## src/rtl/phys_reg_free_list.sv

```systemverilog
// Physical-register free pool: circular FIFO of free tags (show-ahead allocate)
// with a per-tag free bitmap that filters out preg 0 and double-frees on release.
module phys_reg_free_list #(
  parameter int NUM_PREGS = 64,
  parameter int PREG_W    = 6,
  parameter int ARCH_REGS = 32
) (
  input  logic              clk,
  input  logic              rst_n,
  input  logic              alloc_req,
  output logic              alloc_valid,
  output logic [PREG_W-1:0] alloc_preg,
  input  logic              release_valid,
  input  logic [PREG_W-1:0] release_preg,
  output logic [PREG_W:0]   free_count,
  output logic              err_double_free
);

  localparam int INIT_FREE = NUM_PREGS - ARCH_REGS;

  logic [NUM_PREGS-1:0][PREG_W-1:0] fifo_q;
  logic [PREG_W-1:0]                head_q, head_d;
  logic [PREG_W-1:0]                tail_q, tail_d;
  logic [PREG_W:0]                  count_q, count_d;
  logic [NUM_PREGS-1:0]             bitmap_q, bitmap_d;
  logic                             err_q, err_d;

  logic pop, rel_nz, rel_acc, rel_dbl;

  assign alloc_valid     = (count_q != '0);
  assign alloc_preg      = fifo_q[head_q];
  assign free_count      = count_q;
  assign err_double_free = err_q;

  // The bitmap is sampled pre-edge, so releasing the tag being popped this
  // cycle sees it still free and is treated as a double-free.
  assign pop     = alloc_req && alloc_valid;
  assign rel_nz  = release_valid && (release_preg != '0);
  assign rel_acc = rel_nz && !bitmap_q[release_preg];
  assign rel_dbl = rel_nz &&  bitmap_q[release_preg];

  always_comb begin
    head_d   = head_q;
    tail_d   = tail_q;
    count_d  = count_q;
    bitmap_d = bitmap_q;
    err_d    = err_q | rel_dbl;
    if (pop) begin
      head_d               = head_q + 1'b1;
      bitmap_d[alloc_preg] = 1'b0;
    end
    if (rel_acc) begin
      tail_d                 = tail_q + 1'b1;
      bitmap_d[release_preg] = 1'b1;
    end
    unique case ({rel_acc, pop})
      2'b10:   count_d = count_q + 1'b1;
      2'b01:   count_d = count_q - 1'b1;
      default: count_d = count_q;
    endcase
  end

  always_ff @(posedge clk or negedge rst_n) begin
    if (!rst_n) begin
      for (int i = 0; i < NUM_PREGS; i++) begin
        fifo_q[i]   <= (i < INIT_FREE) ? PREG_W'(ARCH_REGS + i) : '0;
        bitmap_q[i] <= (i >= ARCH_REGS);
      end
      head_q  <= '0;
      tail_q  <= PREG_W'(INIT_FREE);
      count_q <= (PREG_W+1)'(INIT_FREE);
      err_q   <= 1'b0;
    end else begin
      if (rel_acc) fifo_q[tail_q] <= release_preg;
      head_q   <= head_d;
      tail_q   <= tail_d;
      count_q  <= count_d;
      bitmap_q <= bitmap_d;
      err_q    <= err_d;
    end
  end

endmodule

```

## config.mk

```make
export PLATFORM = sky130hd
export DESIGN_NAME = phys_reg_free_list
export DESIGN_NICKNAME = d
export VERILOG_FILES = /design/src/rtl/phys_reg_free_list.sv
export SDC_FILE = /design/constraint.sdc
export NUM_CORES = 1
export LEC_CHECK = 0
export CAP_MARGIN = 20
export CORE_ASPECT_RATIO = 0.9
export CORE_MARGIN = 2
export CORE_UTILIZATION = 40
export DETAILED_ROUTE_END_ITERATION = 16
export GPL_TIMING_DRIVEN = 0
export PLACE_DENSITY = 0.54
export REMOVE_ABC_BUFFERS = 1
export SLEW_MARGIN = 20
export SYNTH_ARGS = -nofsm -noshare
export SYNTH_HDL_FRONTEND = slang
export SYNTH_SLANG_ARGS = --single-unit
```

## constraint.sdc

```tcl
create_clock -name clk -period 4.6 [get_ports clk]
set_input_delay 0.69 -clock clk [delete_from_list [all_inputs] [get_ports clk]]
set_output_delay 0.69 -clock clk [all_outputs]
set_load 0.02 [all_outputs]
```

## Word level (Yosys, flattened, before mapping)

Cells that the tools add are included.
W data, S select, Z words.

- Register bits: 468
- Output and inout bits: 15

- $add $sub $neg: 4
- Magnitude comparators: 7
- Equality and inequality tests: 2
- Mux-type cells: 14
- Bitwise operators: 4
- Reductions and logical operators: 11

Operator list:

| operator | number |
|---|---|
| $bwmux W384 | 1 |
| $mux W64 | 2 |
| $and A64 B64 Y64 | 1 |
| $not A64 Y64 | 1 |
| $or A64 B64 Y64 | 1 |
| $bmux W6 S6 | 1 |
| $demux W6 S6 | 1 |
| $lt A6 B7 Y1 const B | 4 |
| $ge A6 B1 Y1 const B | 3 |
| $pmux W7 S2 | 1 |
| $add A6 B1 Y6 const B | 2 |
| $demux W1 S6 | 2 |
| $mux W6 | 2 |
| $add A7 B1 Y7 const B | 1 |
| $logic_and A1 B1 Y1 | 7 |
| $reduce_bool A7 Y1 | 1 |
| $sub A7 B1 Y7 const B | 1 |
| $bmux W1 S6 | 1 |
| $reduce_bool A6 Y1 | 1 |
| $mux W1 | 3 |
| $eq A2 B1 Y1 const B | 1 |
| $eq A2 B2 Y1 const B | 1 |
| $reduce_bool A2 Y1 | 1 |
| $logic_not A1 Y1 | 1 |
| $or A1 B1 Y1 | 1 |

## Depth between registers and ports, before layout

- Word-level depth: 11
- Gate-level depth with buffers: 22
- Gate-level depth less buffers: 16

## Worst setup path after synthesis

Ideal clock, no wire load.

- Path kind: input -> register
- Start point: input port release_preg[3]
- End point: register count_q[6] (netlist: free_count[6])
- Arrival: 4.301 ns
- Required time: 4.470 ns
- Setup slack: 0.169 ns
- Cell stages on the path: 20
- Cells stage by stage: clkbuf_1 > or3b_2 > clkbuf_1 > a21oi_1 > o21ai_0 > o2111a_1 > and4_1 > buf_4 > inv_6 > buf_6 > ha_1 > clkbuf_1 > xor2_1 > ha_1 > or3b_2 > a211oi_1 > o21ai_0 > a21oi_1 > o21bai_1 > xnor2_1

- Word-level cells in the longest chain between the ends: 6
- Elaborated cells on any way between the ends: 10

RTL lines:

| what | line | RTL |
|---|---|---|
| from (decl) | 14 | `input logic [PREG_W-1:0] release_preg,` |
| $bmux W1 S6 | 39 | `assign rel_acc = rel_nz && !bitmap_q[release_preg];` |
| $mux W1 (implied by the code) | 39 |  |
| $logic_not A1 Y1 | 39 |  |
| $logic_and A1 B1 Y1 (*) | 39 |  |
| $eq A2 B1 Y1 / $eq A2 B2 Y1 (equally long branches) | 56 | `unique case ({rel_acc, pop})` |
| $pmux W7 S2 / $reduce_bool A2 Y1 (equally long branches) | - |  |
| to (signal assigned) | 71 | `count_q <= (PREG_W+1)'(INIT_FREE);` |
| to (signal assigned) | 77 | `count_q <= count_d;` |
| to (decl) | 24 | `logic [PREG_W:0] count_q, count_d;` |

Every way passes the cells marked *; elsewhere a longest branch is shown, timed or not. The select of a mux whose other input is x is not followed.
A chain may end at the register's enable or synchronous reset.

## Final worst setup path

- Start point: register head_q[3]
- End point: output port alloc_preg[0]

- Word-level cells in the longest chain between the ends: 2

RTL lines:

| what | line | RTL |
|---|---|---|
| from (decl) | 22 | `logic [PREG_W-1:0] head_q, head_d;` |
| from (signal assigned) | 69 | `head_q <= '0;` |
| from (signal assigned) | 75 | `head_q <= head_d;` |
| $bmux W6 S6 | 31 | `assign alloc_preg = fifo_q[head_q];` |
| $mux W6 (implied by the code) | 31 |  |
| to (decl) | 12 | `output logic [PREG_W-1:0] alloc_preg,` |

Every way passes these cells. The select of a mux whose other input is x is not followed.

==> flow_metrics.py <==
metrics = {
    "clocking": {
        "numClockSinks": 468,
        "clkTransAtPathRegs_ns": 0.06,
        "htreeDepth": 2,
        "clock_latency_ns": 0.61,
        "numCtsBuffers": 51,
        "clk_path_buf_depth": 3,
        "ctsRootBufferMaster": "clkbuf_16",
        "tritoncts": "yes",
    },
    "timing": {
        "setup_viol": 0,
        "timing.final.crit_share_pct": 99.21,
        "fin_skew_ns": 0.02573,
        "hold_viol_final": 0,
        "worstMarginPinSlew_ns": 1.164,
        "maxSlewViolCount": 0,
        "relSlewSlack_pct": 21.81,
        "rsz0062_at_grt": "false",
        "timing.final.crit_period_ns": 4.564,
        "fmax_mhz": 219.1,
    },
    "floorplanning": {
        "initial_core_util_pct": 40.58,
        "ios": 25,
        "rows": 83,
        "fp.dieH_um": 232.6,
        "die_area_mm2": 0.06000,
        "die_w_um": 258.0,
        "fp.coreArea_mm2": 0.05722,
    },
    "critical_path": {
        "critPathKind": "flip-flop to output port",
        "critPathLaunch": "head_q[3]",
        "setup.worst_path.end": "alloc_preg[0]",
        "worstRegToRegCells": 15,
        "r2r_setup_slack_ns": 0.65,
        "end_kind": "output port",
        "worstReg2RegEnd": "free_count[6]",
        "worst-path-max-fanout": 19,
        "r2r_start": "bitmap_q[63]",
        "required_ns": 3.91,
        "critical_path_arrival_ns": 3.87,
        "start_kind": "flip-flop",
    },
    "global_routing": {
        "antenna_found_initial": 0,
        "grt_overflow": 0,
        "track_usage_pct": 21.45,
        "grt_pass1_vias": 14950,
        "grt_pass1_wl_um": 96870,
        "grt_max_degree": 102,
    },
    "final_layout": {
        "drive_gt1_share_pct": 46.78,
        "nNetsFinal": 1712,
        "utilization_pct": 45.89,
        "antenna_cells": 0,
        "stdcell_area_mm2": 0.02626,
        "area_delta_synth_final_pct": 13.08,
    },
    "yosys": {
        "synth.ff_latch_count": 468,
        "ys_types": 69,
        "synthFlopType": "dfrtp_1",
        "yosysWarnings": 0,
        "syn_area_mm2": 0.02322,
        "async_flop_share_pct": 100.0,
        "seq_area_frac_synth_pct": 51.22,
        "synth_edf_count": 0,
        "synth_cells": 1727,
        "synth.avg_cell_area_um2": 13.45,
    },
    "pwr": {
        "ir_drop_mv": 0.3227,
        "cellLeakagePower_nw": 11.78,
        "p_per_area_mw_per_mm2": 577.1,
    },
    "min_path": {
        "hp-class": "input port to flip-flop",
    },
    "detailed_routing": {
        "num_vias": 14660,
        "postRouteAntennaNets": 0,
        "drc_errors": 0,
        "wl_per_cell_um": 25.28,
        "drt_iter0_drc": 1064,
        "drt-vias-per-instance": 5.856,
        "wl_um": 63280,
        "first_pass_iters": 5,
    },
    "place": {
        "dpl.hpwl_um": 39850,
        "portBuffers": 24,
        "place_area_mm2": 0.02421,
        "place_congestion": 0.8158,
    },
    "run_status": {
        "status": "finished clean",
    },
    "job": {
        "maxCapViolCount": 0,
    },
}
[cell usage after synthesis (6+ instances only)]
master / number / area share, %
mux4_2: 87 / 8.4
nor3_1: 8 / 0.17
mux2i_1: 42 / 1.8
mux2_2: 403 / 20
o21ai_0: 31 / 0.67
nand2b_1: 11 / 0.30
or3_1: 12 / 0.32
nand3_1: 35 / 0.75
and2_1: 9 / 0.24
buf_2: 29 / 0.63
o221ai_1: 47 / 1.8
dfstp_2: 146 / 17
o22ai_1: 10 / 0.27
a21oi_1: 22 / 0.47
a221oi_1: 10 / 0.38
buf_6: 11 / 0.53
nor2_1: 41 / 0.66
and3b_1: 8 / 0.30
nand2_1: 96 / 1.6
nor4_4: 7 / 0.64
nand4_1: 12 / 0.32
a22o_1: 7 / 0.26
nand3b_1: 9 / 0.29
buf_4: 11 / 0.36
xnor2_1: 11 / 0.41
xor2_1: 7 / 0.26
a22oi_1: 11 / 0.36
inv_1: 53 / 0.86
dfrtp_1: 322 / 35
o31ai_1: 18 / 0.58
nor2b_1: 6 / 0.16
clkbuf_1: 90 / 1.5
and3_1: 19 / 0.51
[critical path: stages (launching register included)]
cell	delay [ns]
dfrtp_2	0.64
buf_16	0.23
nor2b_2	0.59
a22oi_1	0.18
and3_1	0.22
a31o_2	0.25
o21ai_0	0.45
clkdlybuf4s50_1	0.72
[through the flow]
| step | TNS [ns] | worst slack, ns | hold WS, ns | power, mW | instances |
|---|---|---|---|---|---|
| 3_3_place_gp | -9158.53 | -17.78 | 0.4604 | 10.45 | 2371 |
| 4_1_cts | -0.03332 | -0.03332 | 0.3622 | 15.21 | 2501 |
| 6_report | 0 | 0.03632 | 0.3870 | 15.15 | 2503 |
| 3_5_place_dp | -63.06 | -1.377 | 0.4570 | 10.66 | 2390 |
| 5_1_grt | 0 | 0.007972 | 0.3921 | 15.86 | 2503 |
| 2_1_floorplan | -77.28 | -1.514 | 0.3944 | 8.769 | 1582 |
[final cells by class]
cell class	count	area [µm²]
Inverter	58	225.2
Timing Repair Buffer	61	899.6
Multi-Input combinational cell	1057	10520
Clock buffer	84	1582
Clock inverter	10	165.2
Fill cell	5124	30960
Sequential cell	468	11910
Tap cell	765	957.2
[power breakdown]
group | switching, mW | leakage, nW | internal, mW
Combinational | 2.97 | 5.15 | 2.21
Sequential | 0.590 | 5.77 | 5.10
Clock | 1.72 | 0.858 | 2.56
Total | 5.28 | 11.8 | 9.88
[timing repair]
action,CTS,global route
hold buffers,1,0
pin swaps,3,1
setup buffers,15,2
endpoints found under the hold margin,13,0
gates resized for setup,20,11
setup endpoints to repair,11,6
cloned,1,0
[state kept, by name, indices dropped and copies added, names as in the netlist]
register	cells
fifo_q	384
err_double_free	1
free_count	7
tail_q	6
bitmap_q	64
head_q	6
[cells by family after synthesis]
group	Yosys count	share of synthesized area [%]
flops	468	51.22
compound gates	201	6.503
xor+xnor	18	0.6789
simple gates	299	7.500
mux	533	29.84
buf+inv	203	3.992
fa+ha+maj	5	0.2694
[how the worst min path moves through the flow]
stage / from / to / slack (ns) / cells after the start
floorplan: rst_n / bitmap_q[0] / 0.39 / 0
global placement: bitmap_q[58] / bitmap_q[58] / 0.46 / 2
detailed placement: bitmap_q[42] / bitmap_q[42] / 0.46 / 2
CTS: release_preg[5] / fifo_q[113] / 0.36 / 2
global route: release_preg[5] / fifo_q[113] / 0.39 / 2
finish: release_preg[5] / fifo_q[113] / 0.39 / 2
[layer usage]
| metal | share of wire, % | GRT usage [%] | vias up |
|---|---|---|---|
| met5 | 0 | 0 | - |
| met2 | 46 | 33.13 | 356 |
| met4 | 2.6 | 6.087 | 0 |
| met1 | 47 | 30.96 | 7844 |
| li1 | - | - | 6355 |
| met3 | 5.3 | 3.867 | 102 |
[cells in the final DEF (no fill, tap or decap), types with 10 or more instances in the layout]
cell type and instances:
nand3_1 33, nand2_1 96, o221ai_1 47, nor2_1 40, or3_1 12, dfrtp_1 316
nand2b_1 10, nand4_1 12, inv_1 53, dfstp_2 146, o22ai_1 10, a22oi_1 11
xnor2_1 11, and3_1 19, a21oi_1 22, clkdlybuf4s50_1 14, buf_4 18, buf_16 16
clkbuf_16 52, mux2i_1 42, clkbuf_1 16, clkbuf_8 16, o21ai_0 30, o31ai_1 18
mux4_2 87, mux2_2 403
Note: power is estimated with default switching activity, not from simulation.
